[config.mk]
export PLATFORM = sky130hd
export DESIGN_NAME = bitstream_fetcher
export DESIGN_NICKNAME = d
export VERILOG_FILES = /design/src/rtl/vvc_bs_pkg.sv /design/src/rtl/bitstream_fetcher.sv
export SDC_FILE = /design/constraint.sdc
export NUM_CORES = 1
export LEC_CHECK = 0
export CAP_MARGIN = 20
export CORE_MARGIN = 2
export CORE_UTILIZATION = 37
export CTS_CLUSTER_SIZE = 14
export DETAILED_ROUTE_END_ITERATION = 6
export PLACE_DENSITY = 0.61
export SYNTH_ARGS = -nofsm -noshare
export SYNTH_HDL_FRONTEND = slang
export SYNTH_SLANG_ARGS = --single-unit
[constraint.sdc]
create_clock -name clk -period 5.33 [get_ports clk]
set_input_delay 1.066 -clock clk [delete_from_list [all_inputs] [get_ports clk]]
set_output_delay 1.066 -clock clk [all_outputs]
set_load 0.1 [all_outputs]
[src/rtl/vvc_bs_pkg.sv]
// Shared constants and FSM state type for the
// arithmetic-decoder bitstream fetcher.
package vvc_bs_pkg;

  localparam int BS_WORD_W      = 9;
  localparam int BS_BUF_W       = 2 * BS_WORD_W;
  localparam int BS_TIMEOUT_CYC = 16;
  localparam int BS_NUM_W       = 4;
  localparam int BS_CNT_W       = 5;

  typedef enum logic {
    S_IDLE,
    S_WAIT
  } fetch_state_e;

endpackage

[src/rtl/bitstream_fetcher.sv]
// Word fetcher feeding a FIFO bit buffer; hands the
// oldest n bits to the arithmetic decoder on request.
module bitstream_fetcher
  import vvc_bs_pkg::*;
#(
  parameter int WORD_W      = BS_WORD_W,
  parameter int BUF_W       = 2 * WORD_W,
  parameter int TIMEOUT_CYC = BS_TIMEOUT_CYC
) (
  input  logic                clk,
  input  logic                rst,
  output logic                request,
  input  logic [WORD_W-1:0]   data,
  input  logic                data_ready,
  input  logic                bits_req,
  input  logic [BS_NUM_W-1:0] bits_num,
  output logic [WORD_W-1:0]   bits_out,
  output logic                bits_valid,
  output logic [BS_CNT_W-1:0] bit_count,
  output logic                timeout_err
);

  localparam int TMR_W = $clog2(TIMEOUT_CYC + 1);
  localparam logic [TMR_W-1:0] TMR_LAST =
    TMR_W'(TIMEOUT_CYC - 1);
  localparam logic [BS_CNT_W-1:0] WORD_CNT =
    BS_CNT_W'(WORD_W);
  localparam logic [BS_CNT_W-1:0] BUF_CNT =
    BS_CNT_W'(BUF_W);

  fetch_state_e state_q, state_d;

  logic [TMR_W-1:0]    tmr_q, tmr_d;
  logic [BUF_W-1:0]    buf_q, buf_d;
  logic [BS_CNT_W-1:0] cnt_q, cnt_d;
  logic [WORD_W-1:0]   out_q, out_d;
  logic                vld_q, vld_d;
  logic                err_q, err_d;

  logic [BS_CNT_W-1:0] num_ext;
  logic [BS_CNT_W-1:0] n_c;
  logic [BS_CNT_W-1:0] take_n;
  logic [BS_CNT_W-1:0] cnt_left;
  logic [BUF_W-1:0]    word_ext;
  logic                take;
  logic                append;

  // Buffer is MSB-aligned: the oldest bit sits at buf_q[BUF_W-1].
  always_comb begin
    num_ext  = BS_CNT_W'(bits_num);
    n_c      = (num_ext > WORD_CNT) ? WORD_CNT : num_ext;
    take     = bits_req && (cnt_q >= n_c);
    take_n   = take ? n_c : '0;
    append   = (state_q == S_WAIT) && data_ready;
    cnt_left = cnt_q - take_n;
    word_ext = {data, {(BUF_W - WORD_W){1'b0}}};

    buf_d = buf_q << take_n;
    cnt_d = cnt_left;
    if (append) begin
      buf_d = buf_d | (word_ext >> cnt_left);
      cnt_d = cnt_left + WORD_CNT;
    end

    vld_d = take;
    out_d = out_q;
    if (take) begin
      out_d = WORD_W'(buf_q >> (BUF_CNT - n_c));
    end
  end

  always_comb begin
    request = 1'b0;
    state_d = state_q;
    tmr_d   = tmr_q;
    err_d   = err_q;
    unique case (state_q)
      S_IDLE: begin
        if (!rst && (cnt_q <= WORD_CNT)) begin
          request = 1'b1;
          state_d = S_WAIT;
          tmr_d   = '0;
        end
      end
      S_WAIT: begin
        if (data_ready) begin
          state_d = S_IDLE;
        end else if (tmr_q == TMR_LAST) begin
          state_d = S_IDLE;
          err_d   = 1'b1;
        end else begin
          tmr_d = tmr_q + 1'b1;
        end
      end
      default: state_d = S_IDLE;
    endcase
  end

  always_ff @(posedge clk) begin
    if (rst) begin
      state_q <= S_IDLE;
      tmr_q   <= '0;
      buf_q   <= '0;
      cnt_q   <= '0;
      out_q   <= '0;
      vld_q   <= 1'b0;
      err_q   <= 1'b0;
    end else begin
      state_q <= state_d;
      tmr_q   <= tmr_d;
      buf_q   <= buf_d;
      cnt_q   <= cnt_d;
      out_q   <= out_d;
      vld_q   <= vld_d;
      err_q   <= err_d;
    end
  end

  assign bits_out    = out_q;
  assign bits_valid  = vld_q;
  assign bit_count   = cnt_q;
  assign timeout_err = err_q;

endmodule

==> flow_summary.yaml, run 1 <==
timing:
  slew_headroom: 0.347
  tightest_slew_ns: 0.973
  fmax_mhz: 205
  post-route-period-util: 0.916
  clock-skew-final_ns: 0.00555
  final-hold-violation-count: 0
  tns_ns: 0
  slew_violations: 0
  rsz0062_at_grt: "false"
  setup_viol: 0
  hold_ws_ns: 0.462
  period_minus_slack_ns: 4.88
placement:
  post-place-cells: 648
  gp_congestion: 1.02
  dpl_cell_area_sq_mm: 0.00432
  port_buffers: 33
  dp_hpwl_microns: 9400
global_routing:
  grt_max_degree: 36
  grt_use_total: 0.226
  grt_pass1_wl_microns: 19900
  grt_pass1_vias: 3627
  antenna_found_initial: 0
  overflow: 0
synthesis:
  synth_seq_cells: 40
  synthAdderAreaFrac: 0.0450
  async_flop_share: 0
  synth_xor_xnor_area_share: 0.0374
  synth_cell_type_count: 78
  syn_avg_cell_area_sq_um: 7.79
  synth_edf_count: 0
  syn_nets: 516
  yosys.area_share.simple: 0.208
  synthFlopType: "dfxtp_1"
  syn_inst: 486
  yosysWarnings: 0
  yosysSeqAreaShare: 0.212
  muxShareOfSynthArea: 0.155
  synth_compound_area_frac: 0.282
  netlist_area_sq_mm: 0.00378
  synth_top_family_by_area: "compound AO/OA/AOI/OAI gates"
clocking:
  cts_buffers: 5
  root_buffer: "clkbuf_8"
  cts_buffer_depth: 2
  cts_tree: "built"
  postCtsSetupBuffers: 0
  h-tree-depth: 2
  cts.hold.buffers_added: 0
  clock_latency_ns: 0.30
  cts.sinks: 40
  clk_pin_slew_ns: 0.09
  cts-resized-gates: 0
detailed_routing:
  routed_wirelength_microns: 12300
  met2RoutedLength_microns: 5520
  drcViolationCount: 0
  routed.top_layer: "met4"
  vias_per_cell: 6.01
  drt.antenna.violating_nets: 0
  first_pass_iters: 5
  dr_wl_met3_microns: 1020
  met1_length_microns: 5350
  drtIter0Drc: 331
  wire_per_inst_microns: 18.8
  num_vias: 3941
floorplan:
  die_y_microns: 105
  ios: 34
  start_util: 0.384
  rows: 36
  dieWidth_microns: 105
  dieArea_sq_mm: 0.0111
  fp.coreArea_sq_mm: 0.00986
critical_path:
  critPathArrivalTime_ns: 5.06
  critPathMaxFanout: 10
  worstPathRequired_ns: 5.51
  slowest_stage: "clkdlybuf4s50_1"
  reg2reg_slack_ns: 1.53
  crit_chain: "clkdlybuf4s50_1 > nor2b_1 > inv_2 > ha_1 > a21o_1 > a211o_1 > o211ai_4 > inv_1 > ha_1 > fa_1 > nand2b_1 > a21oi_1 > xnor2_1 > nor3_2 > and3_1 > nor3_1 > a211oi_1"
  crit_path_end_kind: "flop"
  max_stage_delay_ns: 0.48
  startpoint_type: "input port"
  critical_path_class: "input port to flop"
  cp_common_cell: "ha_1"
pwr:
  power_density_mw_per_mm2: 590
  peakVddDrop_mv: 0.372
  p_leak_nw: 1.71
final_layout:
  syn_to_final_growth_pct: 17.2
  fin_cells: 656
  num_antenna_cells: 0
  fin_area_sq_mm: 0.00444
  nets: 552
  mostFrequentLayoutCells: "73 x nand2_1, 40 x dfxtp_1, 38 x nor2_1"
  layout_commonest_cell: "nand2_1"
  drive_above_1_share: 0.149
outcome:
  status: "complete, no violations"
worst_hold_path:
  hp-class: "flop to flop"
flow_run:
  cap_violations: 0
## final cells by class
| cell class | count | area [sq um] |
|---|---|---|
| Clock buffer | 5 | 68.8 |
| Sequential cell | 40 | 801 |
| Inverter | 20 | 78.8 |
| Tap cell | 133 | 166 |
| Multi-Input combinational cell | 397 | 2760 |
| Clock inverter | 3 | 47.5 |
| Fill cell | 984 | 5430 |
| Timing Repair Buffer | 58 | 515 |
## sequential cells by signal, summed over array words and instances (netlist names)
register / cells
bits_valid: 1
state_q: 1
timeout_err: 1
buf_q: 18
tmr_q: 5
bits_out: 9
bit_count: 5
## synth_stat cells (3+ instances only)
master,count,area share
a211oi_1,4,0.0079
a21boi_0,6,0.012
a21oi_1,35,0.046
a22o_1,3,0.0069
a22oi_1,3,0.0060
a2bb2oi_1,7,0.016
a31oi_1,13,0.021
a32o_1,3,0.0079
a32oi_1,3,0.0069
and3_1,5,0.0083
buf_2,5,0.0066
buf_4,4,0.0079
buf_6,3,0.0089
clkbuf_1,16,0.016
dfxtp_1,40,0.21
ha_1,12,0.040
inv_1,11,0.011
inv_2,6,0.0060
mux2_2,9,0.027
mux2i_1,26,0.069
mux4_2,10,0.060
nand2_1,73,0.072
nand3_1,25,0.033
nor2_1,38,0.038
nor3_1,11,0.015
o21ai_0,28,0.037
o21ai_1,3,0.0040
o22ai_1,6,0.0099
o2bb2ai_1,3,0.0069
o31ai_1,4,0.0079
xnor2_1,10,0.023
xor2_1,3,0.0069
## worst max-delay path, delay by kind of cell
kind            cells  cell delay, ns
xor+xnor            1            0.40
fa+ha+maj           3            0.92
simple gates        5            1.03
compound gates      5            1.01
buf+inv             3            0.62
## logic make-up (layout without fill, tap and decap cells)
family          Yosys count  count (layout)
fa+ha+maj                13              13
xor+xnor                 14              14
mux                      45              45
compound gates          152             152
flops                    40              40
buf+inv                  49              86
simple gates            173             173
## final timing paths
kind	from	to	cells past startpoint
max	bits_num[2]	buf_q[15]	17
min	bits_out[6]	bits_out[6]	2
max reg2reg	bit_count[2]	buf_q[15]	14
min reg2reg	bits_out[6]	bits_out[6]	2
## report_power, final
part | internal [mW] | switching [mW]
clock network | 0.141 | 0.124
registers | 0.366 | 0.121
logic | 0.667 | 1.20
## metrics by stage
step                utilization  total power, mW  worst slack (ns)
floorplan                     -             1.81             0.355
global placement          0.438             2.32             0.284
CTS                       0.450             2.60             0.495
finish                    0.450             2.62             0.448
detailed placement        0.438             2.32             0.182
global route              0.450             2.80             0.245
## metal layers
metal | track usage | vias to the layer above
met4 | 0.0914 | 0
li1 | - | 1880
met3 | 0.0381 | 29
met5 | 0 | -
met1 | 0.309 | 1825
met2 | 0.351 | 207
No activity file was read; power rests on OpenSTA's default activity.
==> inputs of run 2 (changes only) <==
CORE_UTILIZATION = 45   (was 37)
PLACE_DENSITY = 0.71   (was 0.61)
==> flow_summary.yaml, run 2 (synthesized netlist as in run 1, its figures left out) <==
clocking:
  cts_tree: "built"
  clk_pin_slew_ns: 0.08
  cts_buffer_depth: 2
  postCtsSetupBuffers: 0
  clock_latency_ns: 0.30
  cts-resized-gates: 0
  h-tree-depth: 2
  cts.sinks: 40
  cts.hold.buffers_added: 0
  root_buffer: "clkbuf_8"
  cts_buffers: 5
final_layout:
  n_fill_cell: 801
  mostFrequentLayoutCells: "73 x nand2_1, 40 x dfxtp_1, 38 x nor2_1"
  fin_util: 0.532
  nets: 550
  drive_above_1_share: 0.144
  largest_register_ffs: 18
  seq_area_sq_um: 801
  num_antenna_cells: 0
  top_register: "buf_q"
  fin_area_sq_mm: 0.00435
  multi_input_area_sq_mm: 0.00276
  layout_commonest_cell: "nand2_1"
  fin_cells: 625
  syn_to_final_growth_pct: 15.0
floorplan:
  rows: 33
  dieWidth_microns: 95.7
  fp.coreArea_sq_mm: 0.00818
  ios: 34
  start_util: 0.463
  dieArea_sq_mm: 0.00916
  die_y_microns: 95.7
placement:
  dpl_cell_area_sq_mm: 0.00427
  dp_hpwl_microns: 8930
  post-place-cells: 618
  gp_congestion: 0.963
  port_buffers: 33
  place_ws_ns: 0.218
detailed_routing:
  first_pass_iters: 5
  wire_per_inst_microns: 19.0
  drcViolationCount: 0
  routed_wirelength_microns: 11900
  num_vias: 3972
  vias_per_cell: 6.36
  drtIter0Drc: 436
  drt.antenna.violating_nets: 0
critical_path:
  worst_r2r_path_depth: 14
  critPathArrivalTime_ns: 5.08
  worstPathRequired_ns: 5.56
  critical_path_class: "input port to flop"
  crit_path_end_kind: "flop"
  startpoint_type: "input port"
  critPathMaxFanout: 10
timing:
  period_minus_slack_ns: 4.85
  slew_violations: 0
  tns_ns: 0
  tightest_slew_ns: 0.977
  fmax_mhz: 206
  rsz0062_at_grt: "false"
  clock-skew-final_ns: 0.00516
  setup_viol: 0
  final-hold-violation-count: 0
  hold_ws_ns: 0.454
  slew_headroom: 0.346
  layout_setup_ws_ns: 0.481
  post-route-period-util: 0.910
global_routing:
  grt_pass1_wl_microns: 19100
  grt_max_degree: 36
  grt_pass1_vias: 3660
  overflow: 0
  antenna_found_initial: 0
  grt_use_total: 0.270
outcome:
  status: "complete, no violations"
flow_run:
  cap_violations: 0
pwr:
  power_density_mw_per_mm2: 583
  peakVddDrop_mv: 0.349
  power_mw: 2.54
  p_leak_nw: 1.68
worst_hold_path:
  hp-class: "flop to flop"
  worstHoldPathCells: 2
## run 2: cell count changes in the layout (fill, tap and decap cells not counted), sizes merged
cell	before	now
buf	26	24
clkinvlp	0	1
bufinv	1	0
clkinv	4	3
## run 2: cell type report
| type | count | share of cell area |
|---|---|---|
| multi-input cells | 397 | 0.634 |
| inverters | 20 | 0.0181 |
| repair buffers | 56 | 0.115 |
| well taps | 105 | 0.0302 |
| clock inverters | 2 | 0.00288 |
| flip-flops and latches | 40 | 0.184 |
| clock buffers | 5 | 0.0158 |
## run 2: final timing paths
kind,from,to,slack (ns)
worst max-delay path,bits_num[3],buf_q[11],0.48
worst min-delay path,tmr_q[4],tmr_q[4],0.45
worst max register to register,bit_count[2],buf_q[11],1.67
worst min register to register,tmr_q[4],tmr_q[4],0.45
## run 2: worst max-delay path: stages
cell and delay (ns):
clkdlybuf4s50_1 0.53, nor2b_1 0.24, inv_2 0.07, ha_1 0.29, a21o_1 0.18, a211o_1 0.37
o211ai_4 0.19, inv_1 0.07, ha_1 0.20, fa_1 0.43, nand2b_1 0.17, a21oi_1 0.16
xnor2_1 0.26, or3_1 0.44, o22ai_1 0.16, a21oi_1 0.09, a21oi_1 0.17
## run 2: power breakdown
group	switching (mW)	internal, mW	total, mW
Clock	0.116	0.0888	0.204
Combinational	1.19	0.661	1.85
Sequential	0.117	0.366	0.483
## run 2: routing by layer
metal	global-route usage	wire [microns]
met2	0.434	5450
met5	0	0
met1	0.356	4970
met4	0.125	428
met3	0.0423	1040
